## config.mk

```make
export PLATFORM = sky130hd
export DESIGN_NAME = aes_round_ctrl_flat
export DESIGN_NICKNAME = d
export VERILOG_FILES = /design/src/rtl/aes_round_ctrl_if.sv /design/src/rtl/aes_round_ctrl.sv /design/src/flat_wrapper.sv
export SDC_FILE = /design/constraint.sdc
export NUM_CORES = 1
export LEC_CHECK = 0
export BUFFER_PORTS_ARGS = -buffer_cell sky130_fd_sc_hd__buf_2
export CORE_AREA = 2 2 39 41
export CTS_BUF_LIST = sky130_fd_sc_hd__clkbuf_8 sky130_fd_sc_hd__clkbuf_16
export CTS_CLUSTER_SIZE = 12
export DETAILED_ROUTE_END_ITERATION = 6
export DIE_AREA = 0 0 41 43
export PLACE_DENSITY = 0.54
export SYNTH_ARGS = -nofsm -noshare
export SYNTH_HDL_FRONTEND = slang
export SYNTH_SLANG_ARGS = --single-unit
```

## constraint.sdc

```tcl
create_clock -name clk -period 1.12 [get_ports clk]
set_clock_uncertainty 0.05 [all_clocks]
set_input_delay 0.224 -clock clk [delete_from_list [all_inputs] [get_ports clk]]
set_output_delay 0.224 -clock clk [all_outputs]
set_load 0.03 [all_outputs]
```

## src/rtl/aes_round_ctrl_if.sv

```systemverilog
// ---------------------------------------------------------------------------
// aes_round_ctrl_if
// Bundles the AES round controller's handshakes, counter hooks and
// datapath strobes.
//   master : the controller (drives in_ready, out_valid, key_req, cnt_*,
//            ld_in, op_*, err)
//   slave  : datapath / key expansion / round counter side
// Handshakes: a transfer happens in any cycle where the valid-side signal
// and its ready/ack partner are both 1 at the rising edge. Here that means
// in_valid&in_ready, out_valid&out_ready and key_req&key_ack. A valid or
// request, once raised, stays up until that transfer happens (clr aside).
// ---------------------------------------------------------------------------
interface aes_round_ctrl_if #(
  parameter int CW = 4
);
  logic          in_valid;
  logic          in_ready;
  logic          out_valid;
  logic          out_ready;
  logic          key_req;
  logic          key_ack;
  logic [CW-1:0] rnd_cnt;
  logic          rnd_pen;
  logic          rnd_last;
  logic          cnt_en;
  logic          cnt_clr;
  logic          ld_in;
  logic          op_sub;
  logic          op_shift;
  logic          op_mix;
  logic          op_addkey;
  logic          err;

  modport master (
    input  in_valid, out_ready, key_ack, rnd_cnt, rnd_pen, rnd_last,
    output in_ready, out_valid, key_req, cnt_en, cnt_clr, ld_in,
           op_sub, op_shift, op_mix, op_addkey, err
  );

  modport slave (
    output in_valid, out_ready, key_ack, rnd_cnt, rnd_pen, rnd_last,
    input  in_ready, out_valid, key_req, cnt_en, cnt_clr, ld_in,
           op_sub, op_shift, op_mix, op_addkey, err
  );
endinterface

```

## src/rtl/aes_round_ctrl.sv

```systemverilog
// ---------------------------------------------------------------------------
// aes_round_ctrl
// Control FSM for an AES-128 encryption FSMD. It accepts a plaintext block,
// then sequences the initial AddRoundKey, NR-1 full rounds and a final round
// without MixColumns. After that it presents the ciphertext. Every step
// waits for its round key from key expansion (key_req/key_ack).
// Ports:
//   clk     : rising-edge clock
//   clr     : synchronous active-high reset
//   bus     : aes_round_ctrl_if.master (handshakes, counter, strobes, err)
//   state_o : current FSM state, for observation only
// All bus outputs except err are combinational decodes of the state and
// the inputs, so every strobe takes effect at the next rising edge.
// err is a sticky register.
// ---------------------------------------------------------------------------
module aes_round_ctrl #(
  parameter int NR = 10,
  parameter int CW = 4
) (
  input  logic                  clk,
  input  logic                  clr,
  aes_round_ctrl_if.master      bus,
  output logic [2:0]            state_o
);

  typedef enum logic [2:0] {
    S_IDLE  = 3'd0,
    S_INIT  = 3'd1,
    S_ROUND = 3'd2,
    S_FINAL = 3'd3,
    S_DONE  = 3'd4
  } state_t;

  state_t state_q, state_d;
  logic   err_q, err_d;

  assign state_o = state_q;
  assign bus.err = err_q;

  always_comb begin
    state_d       = state_q;
    err_d         = err_q;
    bus.in_ready  = 1'b0;
    bus.out_valid = 1'b0;
    bus.key_req   = 1'b0;
    bus.cnt_en    = 1'b0;
    bus.cnt_clr   = 1'b0;
    bus.ld_in     = 1'b0;
    bus.op_sub    = 1'b0;
    bus.op_shift  = 1'b0;
    bus.op_mix    = 1'b0;
    bus.op_addkey = 1'b0;

    if (clr) begin
      // Hold the counter at zero while in reset. Every other output stays quiet.
      bus.cnt_clr = 1'b1;
    end else begin
      case (state_q)
        S_IDLE: begin
          bus.in_ready = 1'b1;
          if (bus.in_valid) begin
            bus.ld_in   = 1'b1;
            bus.cnt_clr = 1'b1;
            state_d     = S_INIT;
          end
        end
        S_INIT: begin
          bus.key_req = 1'b1;
          if (bus.key_ack) begin
            bus.op_addkey = 1'b1;
            bus.cnt_en    = 1'b1;
            state_d       = S_ROUND;
          end
        end
        S_ROUND: begin
          bus.key_req = 1'b1;
          if (bus.key_ack) begin
            bus.op_sub    = 1'b1;
            bus.op_shift  = 1'b1;
            bus.op_mix    = 1'b1;
            bus.op_addkey = 1'b1;
            bus.cnt_en    = 1'b1;
            // A full round must run with a count between 1 and NR-1.
            // Anything else means the counter and the FSM have drifted
            // apart. Flag it and keep going.
            if (bus.rnd_cnt == '0 || bus.rnd_cnt >= CW'(NR)) begin
              err_d = 1'b1;
            end
            if (bus.rnd_pen) begin
              state_d = S_FINAL;
            end
          end
        end
        S_FINAL: begin
          bus.key_req = 1'b1;
          if (bus.key_ack) begin
            if (bus.rnd_last) begin
              bus.op_sub    = 1'b1;
              bus.op_shift  = 1'b1;
              bus.op_addkey = 1'b1;
              state_d       = S_DONE;
            end else begin
              // The counter disagrees with the FSM about the final round.
              // Drop the block rather than emit a wrong ciphertext.
              err_d       = 1'b1;
              bus.cnt_clr = 1'b1;
              state_d     = S_IDLE;
            end
          end
        end
        S_DONE: begin
          bus.out_valid = 1'b1;
          if (bus.out_ready) begin
            bus.cnt_clr = 1'b1;
            state_d     = S_IDLE;
          end
        end
        default: state_d = S_IDLE;
      endcase
    end
  end

  always_ff @(posedge clk) begin
    if (clr) begin
      state_q <= S_IDLE;
      err_q   <= 1'b0;
    end else begin
      state_q <= state_d;
      err_q   <= err_d;
    end
  end

endmodule

```

## src/flat_wrapper.sv

```systemverilog
// flat-port wrapper written by rule: the top's interface ports become plain ports
module aes_round_ctrl_flat 
#(
  parameter int NR = 10,
  parameter int CW = 4
)
  (clk, clr, state_o, bus_in_valid, bus_out_ready, bus_key_ack, bus_rnd_cnt, bus_rnd_pen, bus_rnd_last, bus_in_ready, bus_out_valid, bus_key_req, bus_cnt_en, bus_cnt_clr, bus_ld_in, bus_op_sub, bus_op_shift, bus_op_mix, bus_op_addkey, bus_err);
  aes_round_ctrl_if #(.CW(CW)) bus_i ();
  input  logic clk;
  input  logic clr;
  output logic [2:0] state_o;
  input wire logic [$bits(bus_i.in_valid)-1:0] bus_in_valid;
  input wire logic [$bits(bus_i.out_ready)-1:0] bus_out_ready;
  input wire logic [$bits(bus_i.key_ack)-1:0] bus_key_ack;
  input wire logic [$bits(bus_i.rnd_cnt)-1:0] bus_rnd_cnt;
  input wire logic [$bits(bus_i.rnd_pen)-1:0] bus_rnd_pen;
  input wire logic [$bits(bus_i.rnd_last)-1:0] bus_rnd_last;
  output wire logic [$bits(bus_i.in_ready)-1:0] bus_in_ready;
  output wire logic [$bits(bus_i.out_valid)-1:0] bus_out_valid;
  output wire logic [$bits(bus_i.key_req)-1:0] bus_key_req;
  output wire logic [$bits(bus_i.cnt_en)-1:0] bus_cnt_en;
  output wire logic [$bits(bus_i.cnt_clr)-1:0] bus_cnt_clr;
  output wire logic [$bits(bus_i.ld_in)-1:0] bus_ld_in;
  output wire logic [$bits(bus_i.op_sub)-1:0] bus_op_sub;
  output wire logic [$bits(bus_i.op_shift)-1:0] bus_op_shift;
  output wire logic [$bits(bus_i.op_mix)-1:0] bus_op_mix;
  output wire logic [$bits(bus_i.op_addkey)-1:0] bus_op_addkey;
  output wire logic [$bits(bus_i.err)-1:0] bus_err;
  assign bus_i.in_valid = bus_in_valid;
  assign bus_i.out_ready = bus_out_ready;
  assign bus_i.key_ack = bus_key_ack;
  assign bus_i.rnd_cnt = bus_rnd_cnt;
  assign bus_i.rnd_pen = bus_rnd_pen;
  assign bus_i.rnd_last = bus_rnd_last;
  assign bus_in_ready = bus_i.in_ready;
  assign bus_out_valid = bus_i.out_valid;
  assign bus_key_req = bus_i.key_req;
  assign bus_cnt_en = bus_i.cnt_en;
  assign bus_cnt_clr = bus_i.cnt_clr;
  assign bus_ld_in = bus_i.ld_in;
  assign bus_op_sub = bus_i.op_sub;
  assign bus_op_shift = bus_i.op_shift;
  assign bus_op_mix = bus_i.op_mix;
  assign bus_op_addkey = bus_i.op_addkey;
  assign bus_err = bus_i.err;
  aes_round_ctrl #(.NR(NR), .CW(CW)) u_core (.clk(clk), .clr(clr), .bus(bus_i), .state_o(state_o));
endmodule
```

==> run summary <==
Each instance of the synthesized netlist takes up on average 7.12 sq um. The maximum vdd ir drop is 1.12 mV. Counting flops with an async set or reset pin after synthesis yields a share of 0%.

Routed signal wires occupy layers up through met3. Walking the worst path, the cells encountered are nand3b_1 -> o311ai_4 -> buf_6. The flow ran to the end, but the final reports show violations. After synthesis, the netlist uses 25 different library cells. The overall global routing resource usage was 15.3%.

The tools report the number of buffers inserted by hold repair at cts as 0. The floorplan has 14 rows. Summing the areas of all compound-gate instances in the mapped netlist gives 17.2% of the synthesized area. Maximum clock frequency: 0.631 GHz.

Yosys mapped a number of flops with a built-in enable equal to 0. The detail route stage leaves a number of antenna-violating nets equal to 0. For the worst slack after detailed placement, the log shows -0.281 ns. The first global-routing pass estimated 1790 um of wire. The area fraction of the dominant cell type after synthesis came out at 25.0%. The analysis attributes to cell leakage a power of 0.393 nW. For the deepest level of the CTS H-tree, the log shows 1. In this run the horizontal extent of the chip is 41 um.

For the finished layout, the period the worst path requires is 1.58 ns. STA puts the critical path data required time at 0.85 ns. The worst setup margin was -0.465 ns; the met3 wire length was 87 um.

The number of buffers on the longest clock path was 2. After synthesis, the largest family of logic cells by area is simple AND/OR/NAND/NOR gates. The count of endpoints failing setup in the final report is 14, and the count of buffers inserted at the top-level ports is 24.

The post-synthesis share of cell area spent on and, or, nand and nor gates was 37.5%; the vias after detailed routing was 470. Leaving out fill and tap cells, the most frequent cells in the layout are buf_4, buf_2, buf_6. Synthesis produced 45 cells. The clock reaches the later pin of the worst-skew pair after 0.22 ns.

TritonCTS built the clock tree. For the pin with the worst max-slew slack, the measured transition is 0.274 ns. Cells fill 61.7% of the core in the end. The tools report the cell chosen for the clock root as clkbuf_8. The final clock period utilization by the worst path was 141%.

Before antenna repair, the detailed router went through 3 iterations. Setup repair after global routing could not meet its margin everywhere. 25 I/O pins were placed.

For the final-report hold violation count, the log shows 0. The library cell contributing the largest single delay on the critical path was dfxtp_4. The worst setup path is captured at an output pin.

The critical path in this run is classified as reg -> out. The vertical die dimension is 43 um. The placed wire-length estimate is 861 um. Dividing the detail-routed via count by the number of cells gives 4.52. The tree built by TritonCTS fans out to 4 sinks.

Entering global routing, the biggest net connects 8 pins. The post-synthesis share of cell area spent on xor and xnor gates came out at 5.47%. The number of diodes added for antenna fixing is 0, and the adder and majority gate portion of the synthesized area is 0%.

Of the synthesized area, sequential elements account for 25.0%. The tools report the wire length on met1 as 436 um. The portion of synthesized area spent on multiplexers is 3.52%. STA puts the critical path data arrival time at 1.31 ns. The residual overflow from global routing is 0. In the final routed layout, each cell accounts on average for 10.6 um. The number of warnings reported in the yosys synthesis log was 0. The most used flip-flop cell after synthesis is dfxtp_1.

The final reports fail on negative setup slack. Final hold analysis gives a worst-case slack of 0.248 ns. The weighted congestion at the end of routability-driven global placement was 0.753; the headroom to the max-slew limit was 81.7%.

The tools report the count of routing violations after the opening detailed-route iteration as 7. The run gives 1110 um as the aggregate routed wire length. Relative to the synthesized area, the layout overhead comes to 166%. The floorplan step defined a core boundary enclosing 1380 sq um. In the routed design, unresolved DRC markers number 0. Clock-pin slew was measured on the worst setup and hold paths at 0.03 ns.

For the starting utilization of the core area, the log shows 23.1%. Most common cell after layout, fill and taps aside: buf_4. The via count of the first global-routing pass is 432.

The post-synthesis register bit count is 4, and the met2 layer wire length in the routed design is 584 um. At the end of the flow, the number of nets in the layout was 101. Cells with a size suffix above 1 make up 75.0% of the layout.

In this run the worst path has a maximum fanout of 7. Reported max-cap violation count: 0. dfxtp_1 takes more of the synthesized area than any other cell. The type of origin of the critical path is a register. In this design, the stage delay of the slowest critical-path cell is 0.35 ns. The die covers 1760 sq um. In this run the power density over the cells is 1040 nW/um^2. In this run the cell area of the synthesized design comes to 320 sq um.

After synthesis, the cell types taking the most area are dfxtp_1, nor2_1, nand2_1. The initial antenna violation count came out at 0. Type of the most critical hold path: in -> reg.

The TritonCTS buffer count is 3, and the final count of pins violating max slew is 0. When the netlist entered floorplanning its net count stood at 56.
==> worst max-delay path: cells and delay by family, from the launching register on <==
family | cells | cell delay (ns)
flip-flops | 1 | 0.35
AO/OA/AOI/OAI | 1 | 0.29
AND/OR/NAND/NOR | 1 | 0.28
buffers and inverters | 1 | 0.17
==> layer usage <==
metal / global-route usage (%) / vias to the layer above
met3: 9.95 / 0
met2: 21.9 / 18
li1: - / 245
met1: 18.4 / 207
met4: 4.00 / 0
met5: 0 / -
==> power breakdown <==
group / leakage, nW / switching, mW / internal [mW] / total (mW)
clock network: 0.0216 / 0.0713 / 0.229 / 0.300
logic: 0.337 / 0.199 / 0.211 / 0.410
registers: 0.0348 / 0.0212 / 0.153 / 0.174
total: 0.393 / 0.292 / 0.593 / 0.884
==> registers in the layout (all words and copies together) (netlist names) <==
name,cells
u_core.state_o,3
u_core.bus.err,1
==> synth_stat cells, types with 2 or more instances <==
cell / instances
nor2_1: 8
nor3_1: 3
inv_1: 2
nor3b_1: 2
buf_2: 2
buf_4: 2
nand2_1: 5
dfxtp_1: 4
==> timing repair <==
action,CTS,global route
endpoints found under the setup margin,15,16
pin swaps,2,4
gates resized for setup,23,12
setup buffers,1,3
==> worst paths after layout <==
kind,slack (ns),to,from,cells after the start
hold reg to reg,0.41,u_core.bus.err,u_core.bus.err,1
setup / recovery,-0.46,bus_cnt_clr,u_core.state_o[2],3
setup reg to reg,-0.20,u_core.state_o[2],u_core.state_o[1],4
hold / removal,0.25,u_core.state_o[2],bus_out_ready,3
==> layout make-up <==
class / instances / area, sq um
clock buffer: 3 / 41.3
fill: 126 / 531
inverter: 2 / 7.51
multi-input combinational: 34 / 318
sequential: 4 / 91.3
tap: 16 / 20.0
timing repair buffer: 45 / 375
==> kinds of logic after synthesis <==
family / Yosys count
DFF: 4
buffers and inverters: 7
and+or+nand+nor: 24
muxes: 1
xor gates and xnor gates: 2
AOI/OAI and AO/OA: 7
==> metrics by stage <==
| step | power, mW | cell area (sq um) | setup TNS, ns | std cells |
|---|---|---|---|---|
| after floorplan | 0.382 | 445 | -3.52 | 45 |
| final | 0.884 | 853 | -4.34 | 104 |
| after CTS | 0.858 | 797 | -4.42 | 102 |
| after global routing | 0.935 | 853 | -5.09 | 104 |
| after global placement | 0.499 | 681 | -2.23 | 98 |
| after detailed placement | 0.501 | 681 | -2.34 | 98 |
(Power assumes the default switching activity.)
